===== src/rtl/apb_slave_pkg.sv =====
// rtl/apb_slave_pkg.sv - shared types and constants for the APB register slave
package apb_slave_pkg;

    localparam int APB_DATA_W = 32;
    localparam int APB_IDX_W  = 8;

    typedef enum logic [1:0] {
        IDLE = 2'd0,
        WAIT = 2'd1,
        DONE = 2'd2
    } state_t;

    typedef struct packed {
        logic [APB_IDX_W-1:0] idx;
        logic                 err;
        logic                 wr;
    } dec_t;

endpackage


===== src/rtl/apb_reg_decode.sv =====
// rtl/apb_reg_decode.sv - combinational address/access decode for apb_reg_slave
// Optional APB_REG_PROT_CHECK_EN adds the privileged-region check (PRIV_BASE).
module apb_reg_decode
    import apb_slave_pkg::*;
#(
    parameter int                  ADDR_W   = 32,
    parameter int                  NUM_REGS = 8,
    parameter logic [NUM_REGS-1:0] RO_MASK  = 8'b1100_0000
`ifdef APB_REG_PROT_CHECK_EN
    , parameter int                PRIV_BASE = NUM_REGS / 2
`endif
) (
    input  logic [ADDR_W-1:0]    paddr,
    input  logic                 pwrite,
    input  logic [2:0]           pprot,
    output logic [APB_IDX_W-1:0] idx,
    output logic                 addr_err,
    output logic                 ro_err,
    output logic                 prot_err
);

    localparam int IDX_W = $clog2(NUM_REGS);

    logic [IDX_W-1:0] w_idx;
    logic             w_unused_prot;

    assign w_idx    = paddr[IDX_W+1:2];
    assign idx      = APB_IDX_W'(w_idx);
    // Any set bit above the register window or in the byte offset is an error.
    assign addr_err = (paddr[ADDR_W-1:IDX_W+2] != '0) || (paddr[1:0] != 2'b00);
    assign ro_err   = pwrite & RO_MASK[w_idx];

`ifdef APB_REG_PROT_CHECK_EN
    assign prot_err      = ~pprot[0] & (32'(w_idx) >= 32'(PRIV_BASE));
    assign w_unused_prot = ^pprot[2:1];
`else
    assign prot_err      = 1'b0;
    assign w_unused_prot = ^pprot;
`endif

endmodule


===== src/rtl/apb_reg_slave.sv =====
// rtl/apb_reg_slave.sv - APB4 completer register bank with RW control and RO status registers
// Optional APB_REG_PROT_CHECK_EN rejects unprivileged accesses to idx >= PRIV_BASE.
module apb_reg_slave
    import apb_slave_pkg::*;
#(
    parameter int                  ADDR_W      = 32,
    parameter int                  DATA_W      = 32,
    parameter int                  NUM_REGS    = 8,
    parameter int                  WAIT_STATES = 1,
    parameter logic [NUM_REGS-1:0] RO_MASK     = 8'b1100_0000,
    parameter logic [31:0]         RST_VAL     = 32'h0
`ifdef APB_REG_PROT_CHECK_EN
    , parameter int                PRIV_BASE   = NUM_REGS / 2
`endif
) (
    input  logic                   aclk,
    input  logic                   aresetn,
    input  logic                   pselx,
    input  logic                   penable,
    input  logic                   pwrite,
    input  logic [ADDR_W-1:0]      paddr,
    input  logic [DATA_W-1:0]      pwdata,
    input  logic [3:0]             pstrb,
    input  logic [2:0]             pprot,
    output logic [DATA_W-1:0]      prdata,
    output logic                   pready,
    output logic                   pslverr,
    output logic [NUM_REGS*32-1:0] rw_out,
    input  logic [NUM_REGS*32-1:0] ro_in
);

    localparam int IDX_W = $clog2(NUM_REGS);

    state_t          r_state, w_state_nxt;
    logic [3:0]      r_cnt, w_cnt_nxt;
    logic            w_capture;
    dec_t            r_dec, w_dec;
    logic [31:0]     r_wdata;
    logic [3:0]      r_strb;
    logic [31:0]     r_regs [NUM_REGS];
    logic [31:0]     w_ro   [NUM_REGS];
    logic [APB_IDX_W-1:0] w_idx;
    logic            w_addr_err, w_ro_err, w_prot_err;
    logic [IDX_W-1:0] w_ridx;
    logic [31:0]     w_rdata;
    logic            w_unused_idx;

    apb_reg_decode #(
        .ADDR_W   (ADDR_W),
        .NUM_REGS (NUM_REGS),
        .RO_MASK  (RO_MASK)
`ifdef APB_REG_PROT_CHECK_EN
        , .PRIV_BASE(PRIV_BASE)
`endif
    ) u_decode (
        .paddr    (paddr),
        .pwrite   (pwrite),
        .pprot    (pprot),
        .idx      (w_idx),
        .addr_err (w_addr_err),
        .ro_err   (w_ro_err),
        .prot_err (w_prot_err)
    );

    assign w_dec.idx = w_idx;
    assign w_dec.err = w_addr_err | w_ro_err | w_prot_err;
    assign w_dec.wr  = pwrite;

    always_comb begin
        w_state_nxt = r_state;
        w_cnt_nxt   = r_cnt;
        w_capture   = 1'b0;
        case (r_state)
            IDLE: begin
                if (pselx && !penable) begin
                    w_capture   = 1'b1;
                    w_cnt_nxt   = 4'(WAIT_STATES);
                    w_state_nxt = (WAIT_STATES > 0) ? WAIT : DONE;
                end
            end
            WAIT: begin
                if (!pselx) begin
                    w_state_nxt = IDLE;
                    w_cnt_nxt   = '0;
                end else if (penable) begin
                    if (r_cnt <= 4'd1) begin
                        w_state_nxt = DONE;
                        w_cnt_nxt   = '0;
                    end else begin
                        w_cnt_nxt = r_cnt - 4'd1;
                    end
                end
            end
            DONE:    w_state_nxt = IDLE;
            default: w_state_nxt = IDLE;
        endcase
    end

    always_ff @(posedge aclk or negedge aresetn) begin
        if (!aresetn) begin
            r_state <= IDLE;
            r_cnt   <= '0;
        end else begin
            r_state <= w_state_nxt;
            r_cnt   <= w_cnt_nxt;
        end
    end

    // The decode result and write payload are frozen at setup time.
    always_ff @(posedge aclk or negedge aresetn) begin
        if (!aresetn) begin
            r_dec   <= '0;
            r_wdata <= '0;
            r_strb  <= '0;
        end else if (w_capture) begin
            r_dec   <= w_dec;
            r_wdata <= pwdata;
            r_strb  <= pstrb;
        end
    end

    assign w_ridx       = r_dec.idx[IDX_W-1:0];
    assign w_unused_idx = ^r_dec.idx;

    always_ff @(posedge aclk or negedge aresetn) begin
        if (!aresetn) begin
            for (int i = 0; i < NUM_REGS; i++) begin
                r_regs[i] <= RST_VAL;
            end
        end else if (r_state == DONE && r_dec.wr && !r_dec.err) begin
            for (int b = 0; b < 4; b++) begin
                if (r_strb[b]) begin
                    r_regs[w_ridx][8*b +: 8] <= r_wdata[8*b +: 8];
                end
            end
        end
    end

    for (genvar i = 0; i < NUM_REGS; i++) begin : g_slices
        assign w_ro[i]            = ro_in[32*i +: 32];
        assign rw_out[32*i +: 32] = r_regs[i];
    end

    assign w_rdata = RO_MASK[w_ridx] ? w_ro[w_ridx] : r_regs[w_ridx];
    assign pready  = (r_state == DONE);
    assign pslverr = pready & r_dec.err;
    assign prdata  = (pready && !r_dec.err && !r_dec.wr) ? w_rdata : '0;

endmodule


===== config.mk =====
export PLATFORM = sky130hd
export DESIGN_NAME = apb_reg_slave
export DESIGN_NICKNAME = d
export VERILOG_FILES = /design/src/rtl/apb_slave_pkg.sv /design/src/rtl/apb_reg_decode.sv /design/src/rtl/apb_reg_slave.sv
export SDC_FILE = /design/constraint.sdc
export NUM_CORES = 1
export LEC_CHECK = 0
export CAP_MARGIN = 20
export CORE_AREA = 2 2 245 247
export DETAILED_ROUTE_END_ITERATION = 6
export DIE_AREA = 0 0 247 249
export GPL_TIMING_DRIVEN = 0
export SETUP_SLACK_MARGIN = 0.2
export SYNTH_ARGS = -nofsm -noshare
export SYNTH_HDL_FRONTEND = slang
export SYNTH_SLANG_ARGS = --single-unit
export TNS_END_PERCENT = 30

===== constraint.sdc =====
create_clock -name aclk -period 4.1 [get_ports aclk]
set_input_delay 0.82 -clock aclk [delete_from_list [all_inputs] [get_ports aclk]]
set_output_delay 0.82 -clock aclk [all_outputs]
set_load 0.005 [all_outputs]

# Word-level counts from Yosys, hierarchy flattened
# Memory sizes are Yosys's and may differ from the RTL's.
# Index checks and enable logic that the tools add are counted.
dict set report op_classes {
  n_mux 41
  magnitude_cmp 5
  reduce_logical 16
  n_bitwise 4
  n_eq_ne 5
  addsub 1
}
# cell count
set op_table {}
lappend op_table {{$mux 256} 7}
lappend op_table {{$bwmux 256} 4}
lappend op_table {{$demux 32 s3} 4}
lappend op_table {{$mux 32} 7}
lappend op_table {{$bmux 32 s3} 2}
lappend op_table {{$reduce_bool 27->1} 1}
lappend op_table {{$mux 24} 1}
lappend op_table {{$mux 16} 1}
lappend op_table {{$mux 4} 4}
lappend op_table {{$lt 3x4->1 const B} 2}
lappend op_table {{$mux 2} 4}
lappend op_table {{$mux 8} 1}
lappend op_table {{$pmux 4 s2} 1}
lappend op_table {{$logic_and 1x1->1} 6}
lappend op_table {{$ne 3x3->1 const B} 2}
lappend op_table {{$reduce_and 3->1} 2}
lappend op_table {{$ge 4x4->1 const B} 1}
lappend op_table {{$le 4x1->1 const B} 1}
lappend op_table {{$lt 4x1->1 const B} 1}
lappend op_table {{$mux 1} 4}
lappend op_table {{$not 3->4} 1}
lappend op_table {{$pmux 2 s2} 1}
lappend op_table {{$reduce_bool 2->1} 2}
lappend op_table {{$sub 4x1->4 const B} 1}
lappend op_table {{other kinds (8)} 11}
dict set report word_totals {
  regBits 303
  romBits 16
  memories 2
  out_inout_bits 290
  in_bits 332
}
# name words word_bits read_ports rd_clocked_by_memory_dff write_ports line_no
set memory_table {}
lappend memory_table {{(no name shown)} 8 1 1 0 0 apb_reg_slave.sv:144} ;# assign w_rdata = RO_MASK[w_ridx] ? w_ro[w_ridx] : r_regs[w_ridx];
lappend memory_table {{(no name shown)} 8 1 1 0 0 apb_reg_decode.sv:31} ;# assign ro_err = pwrite & RO_MASK[w_idx];

# Depth between registers and ports, before layout
# Gate-level depths: netlist of run 1.
dict set report logic_depth {
  ltp_word 16
  ltp_mapped 7
}

# Cells and area by module
# A second synthesis of run 1 with hierarchy kept.
dict set report hier_totals {
  cells_unflattened 1019
  hier_area_um2 14383.8
}
# module area_per_inst_um2 instances cells_per_inst
set by_module_without_submodules {}
lappend by_module_without_submodules {apb_reg_slave 14237.4 1 998}
lappend by_module_without_submodules {apb_reg_decode 146.4 1 21}

# Worst setup path before layout of run 1
# OpenSTA, ideal clock, no wires.
dict set report synth_path {
  kind {register -> output}
  from {register r_state[1]}
  to {output port prdata[0]}
  t_required_ns 3.280
  t_arrival_ns 1.600
  path_stages_with_launch 7
  setup_slack_ns 1.680
  path_cell_list {dfrtp_1 buf_6 nor2b_4 or3b_2 clkbuf_1 buf_2 a221oi_1}
}
dict set report synth_between {
  elab_chain_cells 4
}
# item line_no
set synth_rtl {}
lappend synth_rtl {{from (decl)} apb_reg_slave.sv:34} ;# state_t r_state, w_state_nxt;
lappend synth_rtl {{from (signal assigned)} apb_reg_slave.sv:104} ;# r_state <= w_state_nxt;
lappend synth_rtl {{$eq 2x2->1} apb_reg_slave.sv:145} ;# assign pready = (r_state == DONE);
lappend synth_rtl {{net pready} apb_reg_slave.sv:26} ;# output logic pready,
lappend synth_rtl {{$logic_and 1x1->1 (2 in series)} apb_reg_slave.sv:147} ;# assign prdata = (pready && !r_dec.err && !r_dec.wr) ? w_rdata : '0;
lappend synth_rtl {{$mux 32} apb_reg_slave.sv:147}
lappend synth_rtl {{to (decl)} apb_reg_slave.sv:25} ;# output logic [DATA_W-1:0] prdata,
# The timed path passes the listed nets, and every way through them passes these cells.

# Worst setup path after layout of run 1
dict set report layout_path {
  from {register r_dec[3] (netlist name)}
  to {output port prdata[16]}
}
dict set report layout_between {
  elab_chain_cells 6
  word_cells_on_any_way 11
  cone_classes {9 x mux; 1 x bitwise; 1 x memory}
}
# item line_no
set layout_rtl {}
lappend layout_rtl {{from (decl)} apb_reg_slave.sv:37} ;# dec_t r_dec, w_dec;
lappend layout_rtl {{from (signal assigned)} apb_reg_slave.sv:116} ;# r_dec <= w_dec;
lappend layout_rtl {{$not 3->4 (implied by the code)} apb_reg_slave.sv:144}
lappend layout_rtl {{$bmux 32 s3} apb_reg_slave.sv:144}
lappend layout_rtl {{$mux 32 (implied by the code) (2 in series)} apb_reg_slave.sv:144}
lappend layout_rtl {{$mux 32 *} apb_reg_slave.sv:144}
lappend layout_rtl {{$mux 32 *} apb_reg_slave.sv:147}
# Every way passes the cells marked *; elsewhere a longest branch is shown, timed or not. The select of a mux whose other input is x is not followed.

==> results of run 1 <==
==> sequential cells by signal, indices dropped and copies added, names as in the netlist <==
name     cells
rw_out     256
r_dec        5
r_cnt        4
r_wdata     32
r_state      2
r_strb       4
==> final cells by class <==
| cell class | instances | area share [%] |
|---|---|---|
| antenna | 3 | 0.0357 |
| buffer | 57 | 2.04 |
| clock buffer | 59 | 5.67 |
| clock inverter | 7 | 0.446 |
| inverter | 4 | 0.0713 |
| multi-input combinational | 651 | 30.0 |
| sequential | 303 | 36.0 |
| tap | 773 | 4.59 |
| timing repair buffer | 437 | 21.1 |
==> kinds of logic after synthesis <==
group	after synthesis	synth area share [%]
mux	367	29.3
flops	303	53.9
compound gates	149	8.08
simple gates	132	6.36
buf+inv	61	2.07
fa+ha+maj	2	0.178
xor+xnor	1	0.0623
==> timing repair <==
item                                    in CTS  in global routing
endpoints found under the setup margin      32                 26
pin swaps                                    3                  0
buffers inserted                             5                  0
resized for setup                           86                 10
==> worst max path at each step <==
stage | slack (ps) | start | to
final | 220 | r_dec[3]$_DFFE_PN0P_ | prdata[16]
after global routing | 80 | r_dec[3]$_DFFE_PN0P_ | prdata[16]
after CTS | 110 | r_dec[3]$_DFFE_PN0P_ | prdata[16]
after detailed placement | -280 | r_dec[2]$_DFFE_PN0P_ | prdata[16]
after global placement | -11330 | aresetn | rw_out[222]$_DFFE_PN0P_
after floorplan | 1680 | r_state[1]$_DFFE_PN0P_ | prdata[0]
==> through the flow <==
step | setup slack [ps] | utilization (%) | std cells | area, um2 | hold slack (ps)
finish | 216 | 35.9 | 2294 | 21100 | 289
global placement | -11330 | 32.9 | 2214 | 19300 | 478
global route | 82.9 | 35.9 | 2293 | 21000 | 324
floorplan | 1680 | - | 1015 | 14100 | 472
CTS | 107 | 35.8 | 2291 | 21000 | 309
detailed placement | -284 | 33.1 | 2220 | 19400 | 493
==> cells in the final DEF (no fill, tap or decap), types with 11 or more instances in the layout <==
cell,synthesis,layout
clkdlybuf4s50_1,0,424
mux2_2,308,308
dfrtp_1,303,303
mux2i_1,47,44
clkbuf_16,0,41
o21ai_0,38,38
nand2_1,32,32
nor2b_1,22,22
buf_4,2,18
a22oi_1,16,16
o2bb2ai_1,15,15
nand2_2,15,15
buf_2,31,14
a221o_1,13,13
clkbuf_8,0,13
a221oi_1,22,12
buf_6,2,11
clkbuf_1,16,11
==> per-layer routing <==
layer | vias up | part of all wire, %
li1 | 4783 | -
met1 | 5636 | 43
met2 | 429 | 46
met3 | 91 | 8.9
met4 | 2 | 2.6
met5 | - | 0.020
==> report_power, final <==
group	internal, W	switching (W)	total [W]
combinational	0.000642	0.00114	0.00179
sequential	0.00311	0.000284	0.00339
clock	0.00212	0.00133	0.00345
==> impl_metrics.csv, run 1 <==
group,metric,value,unit
timing,fmax,0.257,GHz
global_route,grt.total_usage,20.9,%
place,routabilityCongestion,0.823,
global_route,grt_pass1_vias,11900,
synth,synth_seq_cells,303,
setup_path,worst-setup-path-type,"flop to output port",
synth,syn_nets,1349,
clock_network,cts_buffers,38,
timing,fin_crit_sh,94.7,%
global_route,globalRoute.busiestLayer,"met2",
cells_and_area,multi_input_area,6310,um2
cells_and_area,area_growth,49.8,%
clock_network,cts_max_level,2,
synth,yosys_warnings,0,
synth,syn_inst,1015,
floorplanning,fp.dieH,249,um
drt,avgViaCountPerCell,4.77,
drt,post_drt_wl_per_cell,28.3,um
timing,final.min_clock_period,3880,ps
setup_path,cp_data_arrival_time,3060,ps
setup_path,startpoint_type,"flop",
setup_path,path_depth,8,
global_route,grt_max_degree,115,
floorplanning,start_util,23.9,%
timing,setup_tns,0,ps
clock_network,path_clk_slew,60,ps
floorplanning,core-area,58700,um2
global_route,antenna_found_initial,4,
synth,yosys.area.top_type,"dfrtp_1",
floorplanning,row_count,89,
synth,synth.area.top_cells,"dfrtp_1 (54%), mux2_2 (25%), mux2i_1 (3.3%)",
global_route,grtUsageMet2,33.3,%
synth,ys_types,63,
setup_path,cpPeakStageDelay,560,ps
timing,max_slew_margin,37.9,%
cells_and_area,drive_gt1_share,32.8,%
clock_network,clk_latency,550,ps
timing,worst_pin_slew,925,ps
synth,yosysSeqAreaShare,53.9,%
global_route,met1_usage,26.7,%
timing,maxSlewViolCount,0,
setup_path,crit-reg2reg-launch,"r_dec[3]$_DFFE_PN0P_",
clock_network,cts_tree,"done",
clock_network,cts_hold_buffers,0,
synth,syn_area,14100,um2
setup_path,crit_fanout,7,
timing,hold_violations,0,
cells_and_area,n_fill_cell,5754,
setup_path,crit_required,3280,ps
synth,avgSynthCellArea,13.8,um2
timing,rsz0062_at_grt,"yes",
setup_path,crit_family,"buffers and inverters",
global_route,grt_pass1_wl,90400,um
setup_path,crit_slowest_cell,"clkdlybuf4s50_1",
synth,synth_top_area_share,53.9,%
drt,ant_nets,0,
flow_run,cap_viol_max_count,0,
drt,drcViolationCount,0,
run_status,outcome,"completed",
timing,report.final.setup_viol,0,
cells_and_area,final_net_count,1826,
cells_and_area,seq_area,7580,um2
global_route,gr-usage-met3,6.92,%
drt,routed_wl,64800,um
setup_path,worst_setup_path_end_kind,"output port",
drt,vias,10900,
power,power.leakage,9.26,nW
timing,fin_skew,14.0,ps
synth,async_flop_share,100,%
setup_path,r2r_cells,6,
power,powerDensity,410,nW/um2
global_route,grt_overflow,0,
setup_path,timing.rr.end,"rw_out[206]$_DFFE_PN0P_",
floorplanning,io_pins,622,
synth,ys.flop_type,"dfrtp_1",
setup_path,r2r_slack,1420,ps
power,total_power,0.00863,W
place,dp_hpwl,47300,um
hold_path,hold_class,"input port to async pin",
synth,synth_edf_count,0,
clock_network,cts-root-buf,"clkbuf_16",
synth,synthTopCellsByCount,"mux2_2 (308), dfrtp_1 (303), mux2i_1 (47)",
setup_path,critPathBufInv,4,
floorplanning,die_area,61500,um2
floorplanning,die_x,247,um
drt,drtIter0Drc,495,
clock_network,cts_sinks,303,
clock_network,max-clock-path-buffers,3,
setup_path,cp_cell_sequence,"buf_2 > and2b_1 > clkbuf_4 > buf_8 > o2bb2ai_1 > o21ai_0 > a221oi_2 > clkdlybuf4s50_1",
place,placement.io_buffers,426,
synth,synth_most_common_cell,"mux2_2",
power,ir_drop,0.000279,V
drt,drt_first_pass_iters,4,
No activity file was read; power rests on OpenSTA's default activity.
==> inputs of run 2 (changes only) <==
--- a/config.mk
+++ b/config.mk
@@ -10,6 +10,7 @@
 export DETAILED_ROUTE_END_ITERATION = 6
 export DIE_AREA = 0 0 247 249
 export GPL_TIMING_DRIVEN = 0
+export PLACE_DENSITY_LB_ADDON = 0.2
 export SETUP_SLACK_MARGIN = 0.2
 export SYNTH_ARGS = -nofsm -noshare
 export SYNTH_HDL_FRONTEND = slang
==> run 2 against run 1 <==
  * Design area shrank 0.51%
  * Via count down 0.16%
  * Global-route usage is 0.18 points higher
  * Worst hold slack worse by 130 ps
  * Critical endpoint is now prdata[11]
  * First-iteration DRC count is 8.9% lower
  * Power is 1.5% lower
  * Register-to-register slack better by 60 ps
  * Largest power group is now registers
  * Clock skew up 5.2 ps
  * Combinational power fell by 2%
  * Wire length is 0.98% higher
  * Sequential share of layout area is 0.19 points higher
  * Clock power shrank 3%
==> impl_metrics.csv, run 2 (same netlist as run 1, synthesis figures left out) <==
group,metric,value,unit
floorplanning,die_area,61500,um2
timing,final.min_clock_period,3820,ps
cells_and_area,largest_reg_flops,256,
cells_and_area,multi_input_area,6260,um2
floorplanning,io_pins,622,
power,ir_drop,0.000252,V
cells_and_area,fin_cells,2293,
cells_and_area,final_net_count,1826,
cells_and_area,final_common_cell,"clkdlybuf4s50_1",
run_status,outcome,"completed",
setup_path,r2r_slack,1480,ps
drt,avgViaCountPerCell,4.76,
place,placement.io_buffers,426,
power,powerDensity,406,nW/um2
timing,fmax,0.262,GHz
place,dp_hpwl,47600,um
floorplanning,core-area,58700,um2
floorplanning,start_util,23.9,%
drt,drtIter0Drc,451,
timing,max_slew_margin,44.3,%
drt,ant_nets,0,
clock_network,clk_latency,550,ps
timing,hold_violations,0,
timing,holdWs,155,ps
place,place_ws,-148,ps
drt,routed_wl,65500,um
global_route,grt_pass1_vias,11700,
floorplanning,fp.dieH,249,um
timing,report.final.setup_viol,0,
floorplanning,row_count,89,
setup_path,crit_fanout,10,
timing,rsz0062_at_grt,"yes",
cells_and_area,area_growth,49.0,%
timing,maxSlewViolCount,0,
global_route,grt_overflow,0,
flow_run,cap_viol_max_count,0,
global_route,antenna_found_initial,1,
timing,worst_pin_slew,829,ps
cells_and_area,final_cell_mix,"clkdlybuf4s50_1 (423), mux2_2 (308), dfrtp_1 (303)",
drt,drcViolationCount,0,
setup_path,crit_slowest_cell,"clkdlybuf4s50_1",
drt,post_drt_wl_per_cell,28.6,um
clock_network,cts_sinks,303,
drt,vias,10900,
setup_path,cp_data_arrival_time,3000,ps
cells_and_area,seq_area,7580,um2
clock_network,max-clock-path-buffers,3,
setup_path,cpPeakStageDelay,600,ps
drt,drt_first_pass_iters,5,
cells_and_area,drive_gt1_share,32.1,%
clock_network,cts_max_level,2,
timing,fin_crit_sh,93.1,%
floorplanning,die_x,247,um
place,dp_cells,2221,
clock_network,cts_buffers,39,
setup_path,worst-setup-path-type,"flop to output port",
place,routabilityCongestion,0.787,
clock_network,cts-root-buf,"clkbuf_16",
setup_path,cp_cell_sequence,"nor2b_4 > or3b_2 > clkbuf_4 > buf_6 > a221oi_1 > clkdlybuf4s50_1",
global_route,grt_pass1_wl,91000,um
power,total_power,0.00850,W
global_route,grt.total_usage,21.1,%
setup_path,worst_setup_path_end_kind,"output port",
timing,fin_ws,283,ps
setup_path,startpoint_type,"flop",
global_route,grt_max_degree,100,
timing,fin_skew,19.2,ps
clock_network,cts_tree,"done",
cells_and_area,n_fill_cell,5836,
hold_path,hold_class,"input port to async pin",
setup_path,crit_required,3280,ps
power,power.leakage,9.24,nW
clock_network,path_clk_slew,60,ps
==> run 2: layer usage <==
layer,share of wire [%],up-vias,global-route usage (%)
met1,43,5632,26.8
met4,2.2,0,5.61
met3,8.9,85,7.18
met5,0,-,0
li1,-,4801,-
met2,46,405,34.0
==> run 2: report_power, final <==
| part | switching, W | internal, W |
|---|---|---|
| Clock | 0.00135 | 0.00200 |
| Sequential | 0.000288 | 0.00311 |
| Combinational | 0.00112 | 0.000630 |
| Total | 0.00275 | 0.00574 |
==> run 2: stage by stage <==
stage	instance area (um2)	setup TNS, ps	utilization (%)
after floorplan	14100	0	-
after global placement	19300	-3573730	32.9
after detailed placement	19400	-646	33.1
after CTS	20900	0	35.6
after global routing	20900	0	35.7
final	20900	0	35.7
==> run 2: layout make-up <==
class                      count  area share (%)
antenna                        2          0.0239
buffer                        57            2.07
clock buffer                  55            5.29
clock inverter                12           0.556
inverter                       4          0.0717
multi-input combinational    651            29.9
sequential                   303            36.2
tap                          773            4.62
timing repair buffer         436            21.3
==> run 2: critical path: cells and delay by family (launching register included) <==
kind / cells / cell delay (ps)
and+or+nand+nor: 2 / 640
buffers and inverters: 3 / 1040
AOI/OAI and AO/OA: 1 / 290
DFF: 1 / 470
==> run 2: path summary, 6_finish.rpt <==
| check | from | end | cells after the start |
|---|---|---|---|
| max in group asynchronous | aresetn | r_wdata[19]$_DFFE_PN0P_ | 3 |
| hold / removal | aresetn | rw_out[78]$_DFFE_PN0P_ | 1 |
| setup reg to reg | r_dec[3]$_DFFE_PN0P_ | rw_out[205]$_DFFE_PN0P_ | 6 |
| min in group aclk | rw_out[207]$_DFFE_PN0P_ | rw_out[207]$_DFFE_PN0P_ | 1 |
| hold reg to reg | rw_out[207]$_DFFE_PN0P_ | rw_out[207]$_DFFE_PN0P_ | 1 |
| setup / recovery | r_state[0]$_DFFE_PN0P_ | prdata[11] | 6 |
==> run 2: repair_timing <==
action | 4_1_cts | 5_1_grt
setup buffers | 3 | 0
resized for setup | 71 | 21
endpoints found under the setup margin | 32 | 27
hold buffers | 0 | 0
pin swaps | 3 | 3
==> inputs of run 3 (changes only) <==
--- a/config.mk
+++ b/config.mk
@@ -9,7 +9,6 @@
 export CORE_AREA = 2 2 245 247
 export DETAILED_ROUTE_END_ITERATION = 6
 export DIE_AREA = 0 0 247 249
-export GPL_TIMING_DRIVEN = 0
 export PLACE_DENSITY_LB_ADDON = 0.2
 export SETUP_SLACK_MARGIN = 0.2
 export SYNTH_ARGS = -nofsm -noshare
==> run 3 against run 2 <==
  * Clock power up 3%
  * Non-clock buffer count down 25
  * Die area unchanged
  * Highest routed layer unchanged
==> impl_metrics.csv, run 3 (same netlist as run 1, synthesis figures left out) <==
group,metric,value,unit
cells_and_area,area_growth,47.7,%
cells_and_area,final_cell_mix,"clkdlybuf4s50_1 (425), mux2_2 (308), dfrtp_1 (299)",
timing,fmax,0.263,GHz
clock_network,cts_sinks,303,
power,power.leakage,9.09,nW
clock_network,clk_latency,550,ps
timing,max_slew_margin,37.2,%
cells_and_area,drive_gt1_share,31.5,%
timing,worst_pin_slew,942,ps
clock_network,cts_tree,"done",
drt,vias,10500,
global_route,grt_overflow,0,
drt,drcViolationCount,0,
setup_path,worst_setup_path_end_kind,"output port",
cells_and_area,final_net_count,1801,
setup_path,worst-setup-path-type,"flop to output port",
timing,fin_skew,13.1,ps
place,routabilityCongestion,0.775,
place,dp_hpwl,39500,um
run_status,outcome,"completed",
place,placement.io_buffers,426,
timing,setup_tns,0,ps
clock_network,path_clk_slew,60,ps
power,ir_drop,0.000273,V
global_route,grt_max_degree,108,
drt,drt_first_pass_iters,4,
floorplanning,core-area,58700,um2
setup_path,crit_required,3280,ps
floorplanning,die_x,247,um
drt,ant_nets,0,
clock_network,cts_hold_buffers,0,
global_route,grt_pass1_wl,80800,um
setup_path,startpoint_type,"flop",
floorplanning,io_pins,622,
clock_network,cts-root-buf,"clkbuf_16",
global_route,grt_pass1_vias,11300,
place,dp_cells,2193,
floorplanning,row_count,89,
clock_network,cts_buffers,39,
timing,maxSlewViolCount,0,
cells_and_area,final_common_cell,"clkdlybuf4s50_1",
floorplanning,start_util,23.9,%
timing,report.final.setup_viol,0,
global_route,grt.total_usage,17.9,%
cells_and_area,largest_reg_flops,256,
setup_path,cp_data_arrival_time,2980,ps
floorplanning,die_area,61500,um2
timing,fin_crit_sh,92.8,%
power,powerDensity,399,nW/um2
drt,avgViaCountPerCell,4.64,
drt,post_drt_wl_per_cell,24.6,um
flow_run,cap_viol_max_count,0,
global_route,antenna_found_initial,2,
cells_and_area,fin_cells,2269,
drt,routed_wl,55900,um
clock_network,cts_max_level,2,
drt,drtIter0Drc,398,
hold_path,hold_class,"input port to async pin",
floorplanning,fp.dieH,249,um
timing,final.min_clock_period,3800,ps
cells_and_area,n_fill_cell,5764,
clock_network,max-clock-path-buffers,3,
timing,hold_violations,0,
setup_path,crit_fanout,19,
timing,rsz0062_at_grt,"yes",
-- run 3: per-layer routing --
layer,wire (um),GRT usage (%)
met5,0,0
met4,946,3.89
met3,5140,6.30
met2,25600,28.5
met1,24100,23.2
-- run 3: area by class of cell --
class	instances	area [um2]	share of cell area [%]
tap	773	967	4.66
timing repair buffer	468	4670	22.5
antenna	1	2.50	0.0121
sequential	303	7590	36.6
multi-input combinational	651	6220	30.0
clock inverter	14	161	0.778
clock buffer	55	1120	5.39
inverter	4	17.5	0.0844
-- run 3: worst paths after layout --
kind,cells after the start,endpoint,startpoint,slack (ps)
worst max register to register,5,rw_out[207]$_DFFE_PN0P_,r_dec[3]$_DFFE_PN0P_,1230
max in group asynchronous,2,rw_out[30]$_DFFE_PN0P_,aresetn,2790
worst min register to register,1,rw_out[204]$_DFFE_PN0P_,rw_out[204]$_DFFE_PN0P_,490
min in group aclk,1,rw_out[204]$_DFFE_PN0P_,rw_out[204]$_DFFE_PN0P_,490
worst max-delay path,6,prdata[17],r_dec[4]$_DFFE_PN0P_,300
worst min-delay path,1,r_wdata[15]$_DFFE_PN0P_,aresetn,330
-- run 3: critical path: stages, from the launching register on --
cell and delay (ps):
dfrtp_4 620, inv_2 360, buf_4 220, a22oi_1 70, o211a_1 330, a211oi_1 270, clkdlybuf4s50_1 550
-- run 3: what timing repair did --
| action | CTS | global route |
|---|---|---|
| setup endpoints to repair | 14 | 14 |
| buffers inserted | 1 | 4 |
| cloned | 0 | 1 |
| gates resized for setup | 5 | 5 |
-- run 3: power by group --
| part | internal (W) | leakage, nW | total, W | switching (W) |
|---|---|---|---|---|
| Clock | 0.00209 | 0.625 | 0.00346 | 0.00137 |
| Combinational | 0.000566 | 4.33 | 0.00137 | 0.000803 |
| Sequential | 0.00311 | 4.13 | 0.00346 | 0.000341 |
| Total | 0.00578 | 9.09 | 0.00829 | 0.00251 |
-- run 3: stage by stage --
step                hold slack, ps  cell area, um2  utilization, %  setup WS [ps]  total power [W]
finish                         329           20800            35.4            296          0.00829
floorplan                      472           14100               -           1680          0.00405
CTS                            379           20700            35.2           96.7          0.00843
detailed placement             484           19400            33.0            610          0.00487
global placement               477           19400            33.0            583          0.00486
global route                   400           20800            35.4            139          0.00868
